### config.mk
export PLATFORM = sky130hd
export DESIGN_NAME = execute_unit
export DESIGN_NICKNAME = d
export VERILOG_FILES = /design/src/rtl/execute_unit_pkg.sv /design/src/rtl/execute_unit_dtoeff.sv /design/src/rtl/execute_unit.sv
export SDC_FILE = /design/constraint.sdc
export NUM_CORES = 1
export LEC_CHECK = 0
export ABC_CLOCK_PERIOD_IN_PS = 13380
export CAP_MARGIN = 20
export CORE_MARGIN = 2
export CORE_UTILIZATION = 40
export CTS_CLUSTER_DIAMETER = 200
export DETAILED_ROUTE_END_ITERATION = 10
export GPL_ROUTABILITY_DRIVEN = 0
export PLACE_DENSITY = 0.66
export SKIP_CTS_REPAIR_TIMING = 1
export SYNTH_ARGS = -nofsm -noshare
export SYNTH_HDL_FRONTEND = slang
export SYNTH_SLANG_ARGS = --single-unit
export TNS_END_PERCENT = 100
### constraint.sdc
create_clock -name EU_CLK -period 13.38 [get_ports EU_CLK]
set_input_delay 4.014 -clock EU_CLK [delete_from_list [all_inputs] [get_ports EU_CLK]]
set_output_delay 4.014 -clock EU_CLK [all_outputs]
set_load 0.03 [all_outputs]
### src/rtl/execute_unit_pkg.sv
// Shared definitions for the execute stage.
//   alu_op_e    : ALU operation codes carried in the 3-bit ALUControl field
//   fwd_sel_e   : operand forwarding select codes
//   mul_state_e : iterative multiplier state encoding
//   ctrl_t      : decode control bundle carried through the D->E register
package execute_unit_pkg;

  typedef enum logic [2:0] {
    ALU_AND = 3'b000,
    ALU_OR  = 3'b001,
    ALU_ADD = 3'b010,
    ALU_MUL = 3'b011,
    ALU_SUB = 3'b110,
    ALU_SLT = 3'b111
  } alu_op_e;

  typedef enum logic [1:0] {
    FWD_REG      = 2'b00,
    FWD_RESULT_W = 2'b01,
    FWD_ALUOUT_M = 2'b10,
    FWD_REG_ALT  = 2'b11
  } fwd_sel_e;

  typedef enum logic [1:0] {
    MUL_IDLE = 2'b00,
    MUL_RUN  = 2'b01,
    MUL_DONE = 2'b10
  } mul_state_e;

  typedef struct packed {
    logic       reg_write;
    logic       mem_to_reg;
    logic       mem_write;
    logic       alu_src;
    logic       reg_dst;
    logic [2:0] alu_control;
  } ctrl_t;

endpackage

### src/rtl/execute_unit_dtoeff.sv
// DTOEFF: decode-to-execute pipeline register.
//   clk, rst_n      : clock, asynchronous active-low reset
//   en              : capture enable (low = hold)
//   clr             : synchronous clear to a bubble, overrides en
//   ctrl_d..rd_d    : decode-stage control, operands, immediate, specifiers
//   ctrl_e..rd_e    : registered execute-stage copies
module DTOEFF
  import execute_unit_pkg::*;
#(
  parameter int unsigned WIDTH = 32
) (
  input  logic             clk,
  input  logic             rst_n,
  input  logic             en,
  input  logic             clr,
  input  ctrl_t            ctrl_d,
  input  logic [WIDTH-1:0] r1_d,
  input  logic [WIDTH-1:0] r2_d,
  input  logic [WIDTH-1:0] imm_d,
  input  logic [4:0]       rs_d,
  input  logic [4:0]       rt_d,
  input  logic [4:0]       rd_d,
  output ctrl_t            ctrl_e,
  output logic [WIDTH-1:0] r1_e,
  output logic [WIDTH-1:0] r2_e,
  output logic [WIDTH-1:0] imm_e,
  output logic [4:0]       rs_e,
  output logic [4:0]       rt_e,
  output logic [4:0]       rd_e
);

  always_ff @(posedge clk or negedge rst_n) begin
    if (!rst_n) begin
      ctrl_e <= '0;
      r1_e   <= '0;
      r2_e   <= '0;
      imm_e  <= '0;
      rs_e   <= '0;
      rt_e   <= '0;
      rd_e   <= '0;
    end else if (clr) begin
      ctrl_e <= '0;
      r1_e   <= '0;
      r2_e   <= '0;
      imm_e  <= '0;
      rs_e   <= '0;
      rt_e   <= '0;
      rd_e   <= '0;
    end else if (en) begin
      ctrl_e <= ctrl_d;
      r1_e   <= r1_d;
      r2_e   <= r2_d;
      imm_e  <= imm_d;
      rs_e   <= rs_d;
      rt_e   <= rt_d;
      rd_e   <= rd_d;
    end
  end

endmodule

### src/rtl/execute_unit.sv
// execute_unit: pipeline execute stage (D->E register, forwarding muxes, ALU,
// optional iterative shift-add multiplier).
// Optional feature macro: EXECUTE_UNIT_MULT_EN enables the multiply FSM and
// ALU op 011; without it op 011 returns 0 and EU_BusyE is tied low.
//   EU_CLK, EU_RST             : clock, asynchronous active-low reset
//   EU_*D                      : decode-stage control, operands, specifiers
//   EU_StallE, EU_FlushE       : hold / bubble the D->E register
//   EU_ForwardAE/BE            : operand select (00/11 reg, 01 ResultW, 10 ALUOutM)
//   EU_ALUOutM, EU_ResultW     : forwarded values from later stages
//   EU_ALUOutE, EU_WriteDataE  : ALU result, forwarded R2
//   EU_WriteRegE, EU_RsE/RtE   : destination and source specifiers
//   EU_RegWriteE..MemWriteE    : registered control
//   EU_BusyE                   : multiply in progress (stall request)
module execute_unit
  import execute_unit_pkg::*;
#(
  parameter int unsigned WIDTH = 32
) (
  input  logic             EU_CLK,
  input  logic             EU_RST,
  input  logic             EU_RegWriteD,
  input  logic             EU_MemToRegD,
  input  logic             EU_MemWriteD,
  input  logic             EU_AluSrcD,
  input  logic             EU_RegDstD,
  input  logic [2:0]       EU_ALUControlD,
  input  logic [WIDTH-1:0] EU_R1D,
  input  logic [WIDTH-1:0] EU_R2D,
  input  logic [WIDTH-1:0] EU_SignImmD,
  input  logic [4:0]       EU_RsD,
  input  logic [4:0]       EU_RtD,
  input  logic [4:0]       EU_RdD,
  input  logic             EU_StallE,
  input  logic             EU_FlushE,
  input  logic [1:0]       EU_ForwardAE,
  input  logic [1:0]       EU_ForwardBE,
  input  logic [WIDTH-1:0] EU_ALUOutM,
  input  logic [WIDTH-1:0] EU_ResultW,
  output logic [WIDTH-1:0] EU_ALUOutE,
  output logic [WIDTH-1:0] EU_WriteDataE,
  output logic [4:0]       EU_WriteRegE,
  output logic [4:0]       EU_RsE,
  output logic [4:0]       EU_RtE,
  output logic             EU_RegWriteE,
  output logic             EU_MemToRegE,
  output logic             EU_MemWriteE,
  output logic             EU_BusyE
);

  ctrl_t            ctrl_d;
  ctrl_t            ctrl_e;
  logic [WIDTH-1:0] r1_e;
  logic [WIDTH-1:0] r2_e;
  logic [WIDTH-1:0] imm_e;
  logic [4:0]       rd_e;
  logic [WIDTH-1:0] src_a;
  logic [WIDTH-1:0] fwd_b;
  logic [WIDTH-1:0] src_b;
  logic [WIDTH-1:0] alu_result;
  logic             lt;

  assign ctrl_d = {EU_RegWriteD, EU_MemToRegD, EU_MemWriteD,
                   EU_AluSrcD, EU_RegDstD, EU_ALUControlD};

  DTOEFF #(.WIDTH(WIDTH)) u_dtoeff (
    .clk    (EU_CLK),
    .rst_n  (EU_RST),
    .en     (~EU_StallE),
    .clr    (EU_FlushE),
    .ctrl_d (ctrl_d),
    .r1_d   (EU_R1D),
    .r2_d   (EU_R2D),
    .imm_d  (EU_SignImmD),
    .rs_d   (EU_RsD),
    .rt_d   (EU_RtD),
    .rd_d   (EU_RdD),
    .ctrl_e (ctrl_e),
    .r1_e   (r1_e),
    .r2_e   (r2_e),
    .imm_e  (imm_e),
    .rs_e   (EU_RsE),
    .rt_e   (EU_RtE),
    .rd_e   (rd_e)
  );

  assign EU_RegWriteE = ctrl_e.reg_write;
  assign EU_MemToRegE = ctrl_e.mem_to_reg;
  assign EU_MemWriteE = ctrl_e.mem_write;
  assign EU_WriteRegE = ctrl_e.reg_dst ? rd_e : EU_RtE;

  always_comb begin
    case (EU_ForwardAE)
      FWD_RESULT_W: src_a = EU_ResultW;
      FWD_ALUOUT_M: src_a = EU_ALUOutM;
      default:      src_a = r1_e;
    endcase
  end

  always_comb begin
    case (EU_ForwardBE)
      FWD_RESULT_W: fwd_b = EU_ResultW;
      FWD_ALUOUT_M: fwd_b = EU_ALUOutM;
      default:      fwd_b = r2_e;
    endcase
  end

  assign src_b         = ctrl_e.alu_src ? imm_e : fwd_b;
  assign EU_WriteDataE = fwd_b;
  assign lt            = $signed(src_a) < $signed(src_b);

`ifdef EXECUTE_UNIT_MULT_EN
  localparam int unsigned CW = (WIDTH > 1) ? $clog2(WIDTH) : 1;
  localparam logic [CW-1:0] LAST_ITER = CW'(WIDTH - 1);

  mul_state_e       state;
  logic [WIDTH-1:0] acc;
  logic [WIDTH-1:0] mul_a;
  logic [WIDTH-1:0] mul_b;
  logic [CW-1:0]    count;
  logic             is_mul;

  assign is_mul   = (ctrl_e.alu_control == ALU_MUL);
  assign EU_BusyE = is_mul && (state != MUL_DONE);

  // Operands are captured on IDLE->RUN so later forward-path changes
  // cannot disturb the product; only the low WIDTH bits are kept.
  always_ff @(posedge EU_CLK or negedge EU_RST) begin
    if (!EU_RST) begin
      state <= MUL_IDLE;
      acc   <= '0;
      mul_a <= '0;
      mul_b <= '0;
      count <= '0;
    end else if (EU_FlushE) begin
      state <= MUL_IDLE;
    end else begin
      case (state)
        MUL_IDLE: begin
          if (is_mul) begin
            mul_a <= src_a;
            mul_b <= src_b;
            acc   <= '0;
            count <= '0;
            state <= MUL_RUN;
          end
        end
        MUL_RUN: begin
          if (mul_b[0]) begin
            acc <= acc + mul_a;
          end
          mul_a <= mul_a << 1;
          mul_b <= mul_b >> 1;
          count <= count + 1'b1;
          if (count == LAST_ITER) begin
            state <= MUL_DONE;
          end
        end
        MUL_DONE: begin
          if (!EU_StallE) begin
            state <= MUL_IDLE;
          end
        end
        default: state <= MUL_IDLE;
      endcase
    end
  end
`else
  assign EU_BusyE = 1'b0;
`endif

  always_comb begin
    alu_result = '0;
    case (ctrl_e.alu_control)
      ALU_ADD: alu_result = src_a + src_b;
      ALU_SUB: alu_result = src_a - src_b;
      ALU_AND: alu_result = src_a & src_b;
      ALU_OR:  alu_result = src_a | src_b;
      ALU_SLT: alu_result[0] = lt;
`ifdef EXECUTE_UNIT_MULT_EN
      ALU_MUL: alu_result = (state == MUL_DONE) ? acc : '0;
`endif
      default: alu_result = '0;
    endcase
  end

  // Forwarded inputs reach the ALU even while the register is in reset,
  // so the result is forced low for the duration of reset.
  assign EU_ALUOutE = EU_RST ? alu_result : '0;

endmodule

* Word-level counts from Yosys, hierarchy flattened
Index checks and enable logic that the tools add are counted.
** Word-level totals
- Flip-flop bits (word level) :: 119
- Latch bits :: 0
- Bits in writable memories :: 0
- Bits in read-only memories :: 0
- Input port bits :: 191
- Output and inout bits :: 83
- Logic and storage cells :: 48
- Memories kept :: 0
** Operators by class
- Add/sub/neg operators :: 2
- $mul :: 0
- Div/mod/pow operators :: 0
- Magnitude comparators :: 1
- Equal/unequal tests :: 9
- Shift operators :: 0
- Muxes and demuxes :: 21
- Bitwise gates (word level) :: 2
- Reduce and logical (&&, ||, !) cells :: 1
** Operators by type and width (count)
- $mux W32 :: 8
- $pmux W32 S2 :: 2
- $pmux W31 S4 :: 1
- $mux W5 :: 7
- $add A32 B32 Y32 :: 1
- $and A32 B32 Y32 :: 1
- $lt A32 B32 Y1 :: 1
- $or A32 B32 Y32 :: 1
- $sub A32 B32 Y32 :: 1
- $mux W8 :: 2
- $eq A3 B3 Y1 const B :: 2
- $pmux W1 S5 :: 1
- $eq A2 B1 Y1 const B :: 2
- $eq A2 B2 Y1 const B :: 2
- $eq A3 B1 Y1 const B :: 1
- $eq A3 B2 Y1 const B :: 1
- $logic_not A3 Y1 :: 1
- $ne A2 B1 Y1 const B :: 1

* Depth between registers and ports, before layout
- Depth in word-level cells :: 6
- Gate-level depth with buffers :: 19

* Cells and area by module
Synthesis repeated with hierarchy kept, for this count alone.
** Unflattened totals
- Cells, all modules :: 1470
- Area, all modules :: 11577.4 µm²
** By module, submodules not included
- execute_unit :: instances 1, cells an instance 1087, area an instance 6658.9 µm², sequential area each 0.0 µm²
- DTOEFF :: instances 1, cells an instance 383, area an instance 4918.5 µm², sequential area each 2977.9 µm²

* Worst setup path after synthesis
No wires, ideal clock.
- Kind :: input -> output
- From :: in EU_ForwardBE[0]
- To :: out EU_ALUOutE[24]
- Data arrival time :: 7.862 ns
- Required time :: 9.366 ns
- Path slack :: 1.504 ns
- Cell stages on the path :: 18
- Path through :: inv_1 ha_1 clkbuf_1 clkbuf_1 a21oi_1 o21ai_0 ha_1 inv_1 fa_1 nand2b_1 a21oi_1 o2111ai_2 nor2b_1 o32a_1 a22oi_1 a41oi_2 xnor2_1 o22ai_1
** On the way
- Longest elaborated chain between the ends :: 6
- Elaborated cells on any way between the ends :: 10
- Classes of those cells :: add/sub: 2; eq/ne: 2; mux: 4; bitwise: 2
** Ends and longest elaborated chain
- from (decl) :: line execute_unit.sv:36 : input logic [1:0] EU_ForwardBE,
- $eq A2 B2 Y1 / $eq A2 B1 Y1 (equally long branches) :: line execute_unit.sv:100 : case (EU_ForwardBE)
- $pmux W32 S2 (*) :: line execute_unit.sv:100
- $mux W32 (*) :: line execute_unit.sv:107 : assign src_b = ctrl_e.alu_src ? imm_e : fwd_b;
- $sub A32 B32 Y32, or another cell as far along :: line execute_unit.sv:175 : ALU_SUB: alu_result = src_a - src_b;
- $pmux W31 S4 (*) :: line execute_unit.sv:173 : case (ctrl_e.alu_control)
- $mux W32 (*) :: line execute_unit.sv:188 : assign EU_ALUOutE = EU_RST ? alu_result : '0;
- to (decl) :: line execute_unit.sv:39 : output logic [WIDTH-1:0] EU_ALUOutE,
Mark *: on every way between the ends. The rest lies on a longest branch, timed or not.

* Final worst setup path
- From :: in EU_ForwardBE[0]
- To :: out EU_ALUOutE[0]
** On the way
- Longest elaborated chain between the ends :: 6
- Elaborated cells on any way between the ends :: 11
- Classes of those cells :: add/sub: 2; order compare: 1; eq/ne: 2; mux: 4; bitwise: 2
** Ends and longest elaborated chain (line)
- $eq A2 B2 Y1 / $eq A2 B1 Y1 (equally long branches) :: execute_unit.sv:100
- $pmux W32 S2 (*) :: execute_unit.sv:100
- $mux W32 (*) :: execute_unit.sv:107
- $sub A32 B32 Y32, or another cell as far along :: execute_unit.sv:175
- $pmux W1 S5 (*) :: execute_unit.sv:173
- $mux W32 (*) :: execute_unit.sv:188
Marks and branches as above.

==> metrics.md <==
| Metric | Value |
|---|---|
| Status | `finished clean` |
| I/O pins | `274` |
| Post-synth EDFFs | `0` |
| Synth cell types | `77` |
| Fraction of layout instances using a drive strength above 1 | `6.26%` |
| GRT Total Usage | `28.2%` |
| Via Count | `12026` |
| Floorplan die height | `174 um` |
| Root Driver | `clkbuf_16` |
| DIE WIDTH | `174 um` |
| Top cell type by total area after synthesis | `dfrtp_1` |
| Post-synth top area share | `25.8%` |
| Per-cell routed wire length | `20.7 um` |
| Slowest CP cell | `clkdlybuf4s50_1` |
| Comb pwr share | `43.1%` |
| Crit path DAT | `9090 ps` |
| Syn nets | `1794` |
| Final total power | `0.00151 W` |
| Primary FF master, synth | `dfrtp_1` |
| Clock Power Share | `30.9%` |
| Crit-path max cell delay | `600 ps` |
| Most frequent cells in the layout | `clkdlybuf4s50_1 (261), nor2_1 (228), inv_1 (135)` |
| Hpwl dp | `33.5 mm` |
| Fmax | `76.3 MHz` |
| Synthesized area | `11500 um2` |
| Worst-Margin Slew | `1120 ps` |
| Part of the cycle the worst path needs | `98.0%` |
| Area growth syn-to-layout | `32.2%` |
| Pins over their slew limit | `0` |
| Req. time, crit path | `9370 ps` |
| End-of-flow core utilization | `53.4%` |
| Clk sinks | `119` |
| Pwr/cell area | `99.1 nW/um2` |
| Hold Path Class | `flop to flop` |
| Final min period | `13110 ps` |
| Switching share of power | `40.6%` |
| Core Region | `28500 um2` |
| Antenna violations before repair | `0` |
| Clock buffer depth | `2` |
| Num CTS Buffers | `17` |
| Fin Setup TNS | `0 ps` |
| Detailed Routing Iterations Pass 1 | `6` |
| Rows | `62` |
| Setup crit end kind | `output port` |
| Nets | `2013` |
| H-tree depth | `4` |
| Syn. warnings | `0` |
| MaxCap Viol Count | `0` |
| Grt ovf | `0` |
| Final Hold Viols | `0` |
| First-pass GRT wire length | `66.4 mm` |
| Sequential area share after synthesis | `25.8%` |
| Clock slew at reported path FFs | `60 ps` |
| Starting Density | `40.4%` |
| Most used cell, CP | `a21oi_1` |
| Internal power | `0.000897 W` |
| Iter 0 DRT Violations | `1181` |
| Post-synth ARST share | `100%` |
| Setup Viol. Count Final | `0` |
| Commonest non-fill, non-tap cell in the layout | `clkdlybuf4s50_1` |
| Crit-path cells | `clkdlybuf4s50_1 > inv_1 > ha_4 > buf_4 > nor2_1 > a21oi_1 > o21ai_0 > ha_1 > fa_1 > o21bai_1 > a2111o_1 > o211ai_1 > a21oi_1 > o221a_2 > nand3_1 > a21oi_1 > o211ai_1 > a22o_1 > clkdlybuf4s50_1` |
| Die area | `30200 um2` |
| Slew Limit Headroom | `25.1%` |
| TritonCTS clock tree | `built` |
| Post-DRT Antenna Nets | `0` |
| DRC | `0` |
| Non-filler cells, final | `2109` |
| Startpoint Class | `primary input` |
| Switching power | `0.000614 W` |
| Yosys reg bits | `119` |
| RSZ-0062 raised after global routing | `no` |
| Insertion delay to the later sink of the worst-skew pair | `420 ps` |
| Number of global-route vias before repair | `11665` |
| Post-DR vias/cell | `5.70` |
| Pin count of the biggest net entering global routing | `89` |
| Port Buffers | `272` |
| Post-Syn Area per Cell | `7.73 um2` |
| WL final | `43.6 mm` |
| Smallest hold slack | `525 ps` |
| Critical path peak fanout | `19` |
| Leak | `6.81 nW` |
| Sequential cell fraction of total power | `26.0%` |
| Number of placed instances, taps included | `2076` |
| Worst IR Drop VDD | `0.0832 mV` |
| Critical path class | `primary input to output port` |
| Ranking of synthesized cells by area | `dfrtp_1 (26%), ha_1 (12%), mux2i_1 (11%)` |
| Setup Skew | `0 ps` |
| Cells after Synth | `1492` |
-- path summary, 6_finish.rpt --
check	end	slack, ps	start	depth (start not counted)
setup / recovery	EU_ALUOutE[0]	270	EU_ForwardBE[0]	19
hold / removal	u_dtoeff.imm_e[7]$_DFFE_PN0P_	520	u_dtoeff.imm_e[7]$_DFFE_PN0P_	2
setup reg to reg	u_dtoeff.ctrl_e[4]$_DFFE_PN0P_	12140	u_dtoeff.ctrl_e[4]$_DFFE_PN0P_	3
hold reg to reg	u_dtoeff.imm_e[7]$_DFFE_PN0P_	520	u_dtoeff.imm_e[7]$_DFFE_PN0P_	2
max in group asynchronous	u_dtoeff.ctrl_e[4]$_DFFE_PN0P_	8460	EU_RST	2
min in group asynchronous	u_dtoeff.r2_e[15]$_DFFE_PN0P_	3570	EU_RST	1
-- synth_stat cells, types with 6 or more instances --
cell / count
o31ai_1: 6
nor3_1: 16
nor2b_1: 9
o21a_1: 11
buf_1: 13
o21bai_1: 7
o211ai_1: 11
nand3_1: 9
nand2b_1: 9
xnor2_1: 31
inv_1: 135
mux2i_1: 124
nand2_1: 122
a221oi_1: 8
o22ai_1: 16
a21o_1: 12
dfrtp_1: 119
ha_1: 109
a21oi_1: 117
buf_2: 6
clkbuf_1: 76
or3_1: 7
a211oi_1: 10
o21ai_0: 103
a22oi_1: 74
nor2_1: 228
-- sequential cells by signal, indices dropped and copies added (netlist names) --
| register | cells |
|---|---|
| u_dtoeff.imm_e | 32 |
| u_dtoeff.r2_e | 32 |
| u_dtoeff.rd_e | 5 |
| u_dtoeff.r1_e | 32 |
| u_dtoeff.rs_e | 5 |
| u_dtoeff.ctrl_e | 8 |
| u_dtoeff.rt_e | 5 |
-- through the flow --
step | worst slack, ps | instance area, um2
after global routing | 5.82 | 15300
after global placement | 298 | 14600
after floorplan | 1500 | 11500
after CTS | 243 | 15200
final | 273 | 15300
after detailed placement | 269 | 14600
-- area by class of cell --
class	count	area, um2
Inverter	141	529
Clock buffer	17	425
Sequential cell	119	2980
Fill cell	2776	13300
Tap cell	384	480
Timing Repair Buffer	300	3010
Clock inverter	15	175
Antenna cell	1	2.50
Multi-Input combinational cell	1132	7650
-- kinds of logic after synthesis --
| group | count (synthesis) | synth area share, % |
|---|---|---|
| AND/OR/NAND/NOR | 418 | 15.1 |
| multiplexers | 130 | 11.4 |
| adder cells (fa/ha/maj) | 111 | 12.2 |
| XOR/XNOR | 36 | 2.73 |
| other | 1 | 0.0325 |
| AO/OA/AOI/OAI | 436 | 24.7 |
| buffers and inverters | 241 | 8.10 |
| flip-flops | 119 | 25.8 |
-- power groups by stage --
stage / Clock, W / Sequential (W) / Combinational, W
after CTS: 0.000471 / 0.000393 / 0.000640
after global routing: 0.000490 / 0.000396 / 0.000701
after global placement: 0 / 0.000399 / 0.000631
after floorplan: 0 / 0.000399 / 0.000406
final: 0.000466 / 0.000393 / 0.000651
after detailed placement: 0 / 0.000400 / 0.000637
-- routing by layer --
metal | vias up | GRT usage (%) | share of wire [%]
li1 | 5609 | - | -
met3 | 79 | 6.58 | 8.5
met4 | 0 | 9.21 | 3.0
met5 | - | 0 | 0
met2 | 568 | 44.1 | 45
met1 | 5770 | 38.4 | 44
-- critical path, delay by kind of cell --
family / cells / cell delay, ps
buffers and inverters: 4 / 1410
and+or+nand+nor: 2 / 200
adders and majority gates: 3 / 1190
AOI/OAI and AO/OA: 10 / 2250
No activity file was read; power rests on OpenSTA's default activity.
